[src/rtl/fp_subr_if.sv]
// Operand/result handshake bundle for the fp_subr pipelined subtractor.
interface fp_subr_if #(
    parameter int unsigned EXP_W = 8,
    parameter int unsigned MAN_W = 18
);
    localparam int unsigned W = 1 + EXP_W + MAN_W;

    logic         in_valid;
    logic         in_ready;
    logic [W-1:0] first;
    logic [W-1:0] second;
    logic         out_valid;
    logic         out_ready;
    logic [W-1:0] out;
    logic         out_zero;
    logic         out_ovf;

    modport master (
        output in_valid, first, second, out_ready,
        input  in_ready, out_valid, out, out_zero, out_ovf
    );

    modport slave (
        input  in_valid, first, second, out_ready,
        output in_ready, out_valid, out, out_zero, out_ovf
    );
endinterface

[src/rtl/fp_subr.sv]
// Three-stage pipelined float subtractor, out = first - second on {sign, expt, mant} words.
// Alignment truncates; results are left-normalised, overflow saturates, underflow flushes to zero.
module fp_subr #(
    parameter int unsigned EXP_W = 8,
    parameter int unsigned MAN_W = 18
) (
    input logic      clk,
    input logic      rst,
    fp_subr_if.slave bus
);
    localparam int unsigned W   = 1 + EXP_W + MAN_W;
    localparam int unsigned MW  = MAN_W + 1;
    localparam int unsigned SW  = MAN_W + 2;
    localparam int unsigned LZW = $clog2(MW + 1);

    logic adv;
    assign adv          = ~bus.out_valid | bus.out_ready;
    assign bus.in_ready = adv;

    // S1: negate the subtrahend and order operands by magnitude
    logic             a_sign, b_sign, a_zero, b_zero, swap;
    logic [EXP_W-1:0] a_exp, b_exp;
    logic [MAN_W-1:0] a_man, b_man;
    logic             big_s_d, small_s_d;
    logic [EXP_W-1:0] big_e_d, small_e_d;
    logic [MW-1:0]    big_m_d, small_m_d;

    assign {a_sign, a_exp, a_man} = bus.first;
    assign b_sign = ~bus.second[W-1];
    assign b_exp  = bus.second[W-2 -: EXP_W];
    assign b_man  = bus.second[MAN_W-1:0];
    assign a_zero = (a_exp == '0);
    assign b_zero = (b_exp == '0);
    assign swap   = {b_exp, b_man} > {a_exp, a_man};

    always_comb begin
        big_s_d   = a_sign;
        big_e_d   = a_exp;
        big_m_d   = {1'b1, a_man};
        small_s_d = b_sign;
        small_e_d = b_exp;
        small_m_d = b_zero ? '0 : {1'b1, b_man};
        if (swap) begin
            big_s_d   = b_sign;
            big_e_d   = b_exp;
            big_m_d   = {1'b1, b_man};
            small_s_d = a_sign;
            small_e_d = a_exp;
            small_m_d = a_zero ? '0 : {1'b1, a_man};
        end
    end

    logic             s1_valid_q, s1_zero_q, s1_sub_q, s1_sign_q;
    logic [EXP_W-1:0] s1_exp_q, s1_d_q;
    logic [MW-1:0]    s1_big_q, s1_small_q;

    // S2: align the smaller mantissa and add/subtract; |big| >= |small| so no borrow out
    logic [MW-1:0] aligned;
    logic [SW-1:0] sum_d;

    assign aligned = (s1_d_q <= EXP_W'(MAN_W)) ? (s1_small_q >> s1_d_q) : '0;
    assign sum_d   = s1_sub_q ? ({1'b0, s1_big_q} - {1'b0, aligned})
                              : ({1'b0, s1_big_q} + {1'b0, aligned});

    logic             s2_valid_q, s2_zero_q, s2_sign_q;
    logic [EXP_W-1:0] s2_exp_q;
    logic [SW-1:0]    s2_sum_q;

    // S3: normalise, then classify as overflow, zero/underflow or normal
    logic [LZW-1:0]   lz;
    logic [MAN_W-1:0] norm;
    logic [EXP_W-1:0] exp_inc;
    logic [W-1:0]     out_d;
    logic             zero_d, ovf_d;

    always_comb begin
        lz = LZW'(MW);
        for (int unsigned i = 0; i < MW; i++) begin
            if (s2_sum_q[i]) lz = LZW'(MW - 1 - i);
        end
        norm    = MAN_W'(s2_sum_q[MW-1:0] << lz);
        exp_inc = s2_exp_q + EXP_W'(1);
        out_d   = '0;
        zero_d  = 1'b0;
        ovf_d   = 1'b0;
        if (s2_zero_q || (s2_sum_q == '0)) begin
            zero_d = 1'b1;
        end else if (s2_sum_q[SW-1]) begin
            if (s2_exp_q == '1) begin
                out_d = {s2_sign_q, {EXP_W{1'b1}}, {MAN_W{1'b1}}};
                ovf_d = 1'b1;
            end else begin
                out_d = {s2_sign_q, exp_inc, s2_sum_q[MAN_W:1]};
            end
        end else if (s2_exp_q <= EXP_W'(lz)) begin
            zero_d = 1'b1;
        end else begin
            out_d = {s2_sign_q, s2_exp_q - EXP_W'(lz), norm};
        end
    end

    logic         out_valid_q, out_zero_q, out_ovf_q;
    logic [W-1:0] out_q;

    always_ff @(posedge clk) begin
        if (!rst) begin
            s1_valid_q  <= 1'b0;
            s1_zero_q   <= 1'b0;
            s1_sub_q    <= 1'b0;
            s1_sign_q   <= 1'b0;
            s1_exp_q    <= '0;
            s1_d_q      <= '0;
            s1_big_q    <= '0;
            s1_small_q  <= '0;
            s2_valid_q  <= 1'b0;
            s2_zero_q   <= 1'b0;
            s2_sign_q   <= 1'b0;
            s2_exp_q    <= '0;
            s2_sum_q    <= '0;
            out_valid_q <= 1'b0;
            out_zero_q  <= 1'b0;
            out_ovf_q   <= 1'b0;
            out_q       <= '0;
        end else if (adv) begin
            s1_valid_q  <= bus.in_valid;
            s1_zero_q   <= a_zero & b_zero;
            s1_sub_q    <= big_s_d ^ small_s_d;
            s1_sign_q   <= big_s_d;
            s1_exp_q    <= big_e_d;
            s1_d_q      <= big_e_d - small_e_d;
            s1_big_q    <= big_m_d;
            s1_small_q  <= small_m_d;
            s2_valid_q  <= s1_valid_q;
            s2_zero_q   <= s1_zero_q;
            s2_sign_q   <= s1_sign_q;
            s2_exp_q    <= s1_exp_q;
            s2_sum_q    <= sum_d;
            out_valid_q <= s2_valid_q;
            out_zero_q  <= zero_d;
            out_ovf_q   <= ovf_d;
            out_q       <= out_d;
        end
    end

    assign bus.out_valid = out_valid_q;
    assign bus.out_zero  = out_zero_q;
    assign bus.out_ovf   = out_ovf_q;
    assign bus.out       = out_q;
endmodule

[src/flat_wrapper.sv]
// flat-port wrapper written by rule: the top's interface ports become plain ports
module fp_subr_flat 
#(
    parameter int unsigned EXP_W = 8,
    parameter int unsigned MAN_W = 18
)
  (clk, rst, bus_in_valid, bus_first, bus_second, bus_out_ready, bus_in_ready, bus_out_valid, bus_out, bus_out_zero, bus_out_ovf);
  fp_subr_if #(.EXP_W(EXP_W), .MAN_W(MAN_W)) bus_i ();
  input logic clk;
  input logic rst;
  input wire logic [$bits(bus_i.in_valid)-1:0] bus_in_valid;
  input wire logic [$bits(bus_i.first)-1:0] bus_first;
  input wire logic [$bits(bus_i.second)-1:0] bus_second;
  input wire logic [$bits(bus_i.out_ready)-1:0] bus_out_ready;
  output wire logic [$bits(bus_i.in_ready)-1:0] bus_in_ready;
  output wire logic [$bits(bus_i.out_valid)-1:0] bus_out_valid;
  output wire logic [$bits(bus_i.out)-1:0] bus_out;
  output wire logic [$bits(bus_i.out_zero)-1:0] bus_out_zero;
  output wire logic [$bits(bus_i.out_ovf)-1:0] bus_out_ovf;
  assign bus_i.in_valid = bus_in_valid;
  assign bus_i.first = bus_first;
  assign bus_i.second = bus_second;
  assign bus_i.out_ready = bus_out_ready;
  assign bus_in_ready = bus_i.in_ready;
  assign bus_out_valid = bus_i.out_valid;
  assign bus_out = bus_i.out;
  assign bus_out_zero = bus_i.out_zero;
  assign bus_out_ovf = bus_i.out_ovf;
  fp_subr #(.EXP_W(EXP_W), .MAN_W(MAN_W)) u_core (.clk(clk), .rst(rst), .bus(bus_i));
endmodule
[config.mk]
export PLATFORM = sky130hd
export DESIGN_NAME = fp_subr_flat
export DESIGN_NICKNAME = d
export VERILOG_FILES = /design/src/rtl/fp_subr_if.sv /design/src/rtl/fp_subr.sv /design/src/flat_wrapper.sv
export SDC_FILE = /design/constraint.sdc
export NUM_CORES = 1
export LEC_CHECK = 0
export CORE_AREA = 2 2 130 132
export DETAILED_ROUTE_END_ITERATION = 12
export DIE_AREA = 0 0 132 134
export PLACE_DENSITY = 0.92
export SLEW_MARGIN = 20
export SYNTH_ARGS = -nofsm -noshare
export SYNTH_HDL_FRONTEND = slang
export SYNTH_SLANG_ARGS = --single-unit
[constraint.sdc]
create_clock -name clk -period 11.1 [get_ports clk]
set_clock_uncertainty 0.05 [all_clocks]
set_input_delay 1.665 -clock clk [delete_from_list [all_inputs] [get_ports clk]]
set_output_delay 1.665 -clock clk [all_outputs]
set_load 0.005 [all_outputs]
# Word level (Yosys, flattened, before mapping)
# Index checks and enable logic that the tools add are counted.
dict set report word_totals {
  register_bits 119
  output_inout_bits 31
}
dict set report op_classes {
  n_addsub 5
  magnitude_cmp 3
  n_eq_ne 1
  shifts 2
  mux 39
  bitwise 5
  n_reduce_logical 4
}
# op n
set ops {}
lappend ops {{$mux 27} 3}
lappend ops {{$mux 5} 16}
lappend ops {{$mux 19} 4}
lappend ops {{$gt 26x26->1} 1}
lappend ops {{$mux 26} 1}
lappend ops {{$add 19x19->20} 1}
lappend ops {{$logic_not 20->1} 1}
lappend ops {{$mux 20} 1}
lappend ops {{$sub 19x19->20} 1}
lappend ops {{$shl 19x5->18} 1}
lappend ops {{$shr 19x8->19} 1}
lappend ops {{$mux 18} 1}
lappend ops {{$logic_not 8->1} 2}
lappend ops {{$mux 8} 2}
lappend ops {{$mux 1} 9}
lappend ops {{$add 8x1->8 const B} 1}
lappend ops {{$eq 8x8->1 const B} 1}
lappend ops {{$le 8x5->1} 1}
lappend ops {{$le 8x5->1 const B} 1}
lappend ops {{$sub 8x5->8} 1}
lappend ops {{$sub 8x8->8} 1}
lappend ops {{$mux 2} 2}
lappend ops {{$not 1->1} 2}
lappend ops {{$and 1x1->1} 1}
lappend ops {{other kinds (3)} 3}

# Longest topological paths before layout
dict set report logic_depth {
  depth_word 23
  ltp_mapped 24
  depth_no_buf 21
}

# Worst setup path before layout
# OpenSTA, ideal clock, no wires.
dict set report synth_path {
  kind {register -> register}
  startpoint {register u_core.s1_d_q[0]}
  endpoint {register u_core.s2_sum_q[19]}
  setup_time_ps 115
  arrival_time_ps 4333
  required_ps 10935
  slack_ps 6601
  stages_incl_launch_ff 21
  path_buffers 3
  synth_period_minus_slack_ps 4499
  cell_sequence {dfxtp_1 -> buf_6 -> buf_12 -> buf_6 -> mux4_2 -> mux2_2 -> a21oi_1 -> nor2b_1 -> and3_1 -> nor2_1 -> xor2_1 -> ha_1 -> o21a_1 -> o211ai_1 -> a31oi_1 -> o2111ai_1 -> a31oi_1 -> o31ai_1 -> a21oi_1 -> a2111o_1 -> and3_1}
}
dict set report synth_between {
  elab_chain_len 4
  elab_cells_between_ends 6
  cone_classes {add/sub: 2; order compare: 1; shift: 1; mux: 2}
}
# item line_no
set synth_rtl {}
lappend synth_rtl {{from (decl)} fp_subr.sv:54} ;# logic [EXP_W-1:0] s1_exp_q, s1_d_q;
lappend synth_rtl {{from (signal assigned)} fp_subr.sv:130} ;# s1_d_q <= big_e_d - small_e_d;
lappend synth_rtl {{$le 8x5->1 or $shr 19x8->19 (tied branches)} fp_subr.sv:61} ;# assign aligned = (s1_d_q <= EXP_W'(MAN_W)) ? (s1_small_q >> s1_d_q) : '0;
lappend synth_rtl {{$mux 19 *} fp_subr.sv:61}
lappend synth_rtl {{$add 19x19->20 or $sub 19x19->20 (tied branches)} {fp_subr.sv:63, fp_subr.sv:62}}
lappend synth_rtl {{$mux 20 *} fp_subr.sv:62} ;# assign sum_d = s1_sub_q ? ({1'b0, s1_big_q} - {1'b0, aligned})
lappend synth_rtl {{to (signal assigned)} fp_subr.sv:137} ;# s2_sum_q <= sum_d;
lappend synth_rtl {{to (decl)} fp_subr.sv:67} ;# logic [SW-1:0] s2_sum_q;
# Mark *: on every way between the ends. The rest lies on a longest branch, timed or not.
# A chain may end at the register's enable or synchronous reset.

# Final worst setup path
dict set report layout_path {
  startpoint {register u_core.s1_d_q[2]}
  endpoint {register u_core.s2_sum_q[18]}
}
# Same word-level chain as after synthesis.

==> metrics.md <==
| Metric | Value |
|---|---|
| Status | `completed` |
| GRT Util Overall | `0.320` |
| Crit Path Max Fanout | `23` |
| First-pass GRT wire length | `46400 um` |
| CP max-delay cell | `dfxtp_1` |
| Port Buf Inserts | `88` |
| FF+latch count, synth | `119` |
| ANT cells | `0` |
| CTS Hold Bufs | `0` |
| Routed wire length | `28400 um` |
| Clock Pin Slew Worst Setup and Hold Paths | `0.06 ns` |
| Root buffer cell | `clkbuf_16` |
| Final Setup Violations | `0` |
| Fin Hold WS | `0.402 ns` |
| Post-Syn Area | `9650 um^2` |
| Vias | `9972` |
| Met1 Use GR | `0.420` |
| Most used cell, CP | `ha_1` |
| Unrepaired setup endpoints after global routing | `no` |
| M2 GR Usage | `0.519` |
| Max H-tree Level | `4` |
| DRT Pass-1 Iters | `5` |
| Number of flops mapped to enable cells by yosys | `0` |
| Worst Path Arrival | `between 5 and 6 ns` |
| Largest net degree at the start of global routing | `100` |
| Synth cell types | `90` |
| Max Slew Vio Count | `0` |
| Synth warn | `0` |
| Die area | `17700 um^2` |
| Minimum clock period | `5.56 ns` |
| Die Ht | `134 um` |
| R2R Path End | `u_core.s2_sum_q[18]` |
| Layout area overhead | `14.2%` |
| Max stage delay on crit path | `0.88 ns` |
| Worst reg-to-reg setup slack | `5.54 ns` |
| Setup Total Neg Slack | `0 ns` |
| Cell Chain, Critical Path | `nor3b_2, a22o_1, o21ai_1, o22ai_1, and4b_1, inv_1, ha_1, nor2_1, xor2_1, ha_1, nor2b_1, o21a_1, o21ai_0, a31oi_1, a41oi_1, a211oi_1, a41o_1, o41ai_1, nand4_1, o211ai_1` |
| Hold path startpoint | `u_core.s2_valid_q` |
| GRT overflow | `0` |
| Vias in the first global route | `9227` |
| Final period utilization | `0.501` |
| Std cell rows | `47` |
| CTS sink cnt | `119` |
| Detailed Place HPWL | `20400 um` |
| Endpoints failing hold | `0` |
| Gr busiest metal | `met2` |
| Io pins | `89` |
| Primary FF master, synth | `dfxtp_1` |
| Routed Antenna Nets | `0` |
| MaxCap Viol Count | `0` |
| Starting DRT DRC Count | `1316` |
| Async SR Flop Fraction | `0` |
| CP required | `11.40 ns` |
| Min-delay worst type | `reg2reg` |
| Leakage power | `4.31 nW` |
| Routed vias/inst | `6.58` |
| Post-Layout Cell Count | `approximately 1.5k` |
| CTS tree | `yes` |
| CP Capture Type | `register` |
| Most common cell after layout, fill and taps aside | `nand2_1` |
| Post-CTS resize count | `0` |
| Drt drc | `0` |
| Max-slew headroom | `0.303` |
| Initial core utilization | `0.593` |
| Met3 usage | `0.0586` |
| Inst Count DP | `1485` |
| Nets | `1397` |
| WL/cell | `about 19 um` |
| CTS buffer count | `17` |
| Reg2reg path depth | `20` |
| Max clock buf depth | `2` |
| Mean post-synth cell area | `7.64 um^2` |
| Mapped Nets | `about 1.4k` |
| Placer congestion estimate | `roughly 1.0` |
| Mapped Cells | `1263` |
| Hold Crit Depth | `2` |
| Commonest non-fill, non-tap cells in the layout | `nand2_1 (154), nor2_1 (126), dfxtp_1 (119), a21oi_1 (94), clkdlybuf4s50_1 (88)` |
| Power per cell area | `246 nW/um^2` |
| Die width | `132 um` |
| Share of layout cells above drive strength 1 | `0.0702` |
| Fmax | `0.180 GHz` |
| Crit path kind | `reg2reg` |
| Worst slew pin tran | `1.05 ns` |
| Min-Delay Endpoint | `u_core.s2_valid_q` |
| Register area share after synthesis | `0.247` |
| Initial antenna violation count | `1` |
| Worst-Skew Late Latency | `about 0.42 ns` |
| Startpoint types | `register` |
| # Post-CTS Setup Buffers | `0` |
| Worst reg2reg path startpoint | `u_core.s1_d_q[2]` |
| Max IR drop VDD | `136 uV` |
| Core area | `16300 um^2` |
==> worst max path at each step <==
stage	from	end	slack [ns]	cells after the start
floorplan	u_core.s1_d_q[0]	u_core.s2_sum_q[19]	6.60	20
CTS	u_core.s1_d_q[2]	u_core.s2_sum_q[18]	5.60	20
finish	u_core.s1_d_q[2]	u_core.s2_sum_q[18]	5.54	20
global route	u_core.s1_d_q[2]	u_core.s2_sum_q[18]	5.07	20
detailed placement	bus_first[24]	u_core.s1_d_q[7]	5.59	14
global placement	bus_first[24]	u_core.s1_d_q[7]	5.65	14
==> power breakdown <==
group | internal, mW | switching [mW]
sequential | 0.518 | 0.135
clock | 0.315 | 0.212
combinational | 0.673 | 0.855
==> worst max-delay path: cells and delay by family (launching register included) <==
family / cells / cell delay, ns
AOI/OAI and AO/OA: 11 / 2.54
and+or+nand+nor: 5 / 1.25
xor gates and xnor gates: 1 / 0.17
buffers and inverters: 1 / 0.06
DFF: 1 / 0.88
adders and majority gates: 2 / 0.52
==> final cells by class <==
class	instances	area [um^2]
Inverter	59	223
Fill cell	1343	5270
Multi-Input combinational cell	988	6620
Timing Repair Buffer	99	963
Clock inverter	12	121
Sequential cell	119	2380
Tap cell	220	275
Clock buffer	19	443
==> through the flow <==
| stage | worst slack, ns | total power [mW] | instance area (um^2) | utilization |
|---|---|---|---|---|
| floorplan | 6.60 | 1.77 | 9650 | - |
| global route | 5.07 | 2.88 | 11000 | 0.677 |
| detailed placement | 5.59 | 2.14 | 10500 | 0.642 |
| finish | 5.54 | 2.71 | 11000 | 0.677 |
| CTS | 5.60 | 2.67 | 11000 | 0.677 |
| global placement | 5.65 | 2.11 | 10500 | 0.642 |
==> routing by layer <==
metal	share of wire	vias to the layer above
met5	0.00049	-
met4	0.037	2
met3	0.076	87
met2	0.46	548
met1	0.43	4629
li1	-	4706
==> logic make-up (layout without fill, tap and decap cells) <==
family,Yosys count,in the layout,synth area share
DFF,119,119,0.247
muxes,65,65,0.0931
buffers and inverters,156,189,0.0687
and+or+nand+nor,445,445,0.216
AOI/OAI and AO/OA,388,388,0.271
xor gates and xnor gates,35,35,0.0318
adders and majority gates,55,55,0.0728
==> cell usage after synthesis (5+ instances only) <==
library cell	instances	area, um^2
a21oi_1	94	470
and2_1	9	56.3
a31oi_1	14	87.6
dfxtp_1	119	2380
nor2_1	126	473
o221ai_1	11	96.3
buf_1	7	26.3
nand2b_1	14	87.6
mux4_1	5	131
o21ai_0	76	380
mux2i_1	35	350
a21o_1	6	45.0
a22oi_1	6	45.0
xor2_1	15	131
nor4_1	12	75.1
o211ai_1	42	315
nand3_1	26	130
and3_1	8	50.1
o22ai_1	11	68.8
o2111ai_1	7	61.3
nand2_1	154	578
a221oi_1	25	219
mux2_2	13	146
buf_2	14	70.1
o31ai_1	6	45.0
xnor2_1	20	175
o21a_1	14	105
nor3_1	37	185
or3_1	11	68.8
a211oi_1	13	97.6
a311oi_1	5	43.8
o21ai_1	5	25.0
nor2b_1	10	62.6
nand4_1	12	75.1
ha_1	53	663
inv_1	56	210
clkbuf_1	68	255
mux4_2	12	270
==> registers in the layout, summed over array words and instances (netlist names), 8 cells and up <==
signal / flops
u_core.bus.out: 27
u_core.s1_big_q: 19
u_core.s1_d_q: 8
u_core.s1_exp_q: 8
u_core.s1_small_q: 19
u_core.s2_exp_q: 8
u_core.s2_sum_q: 20
(Power assumes the default switching activity.)
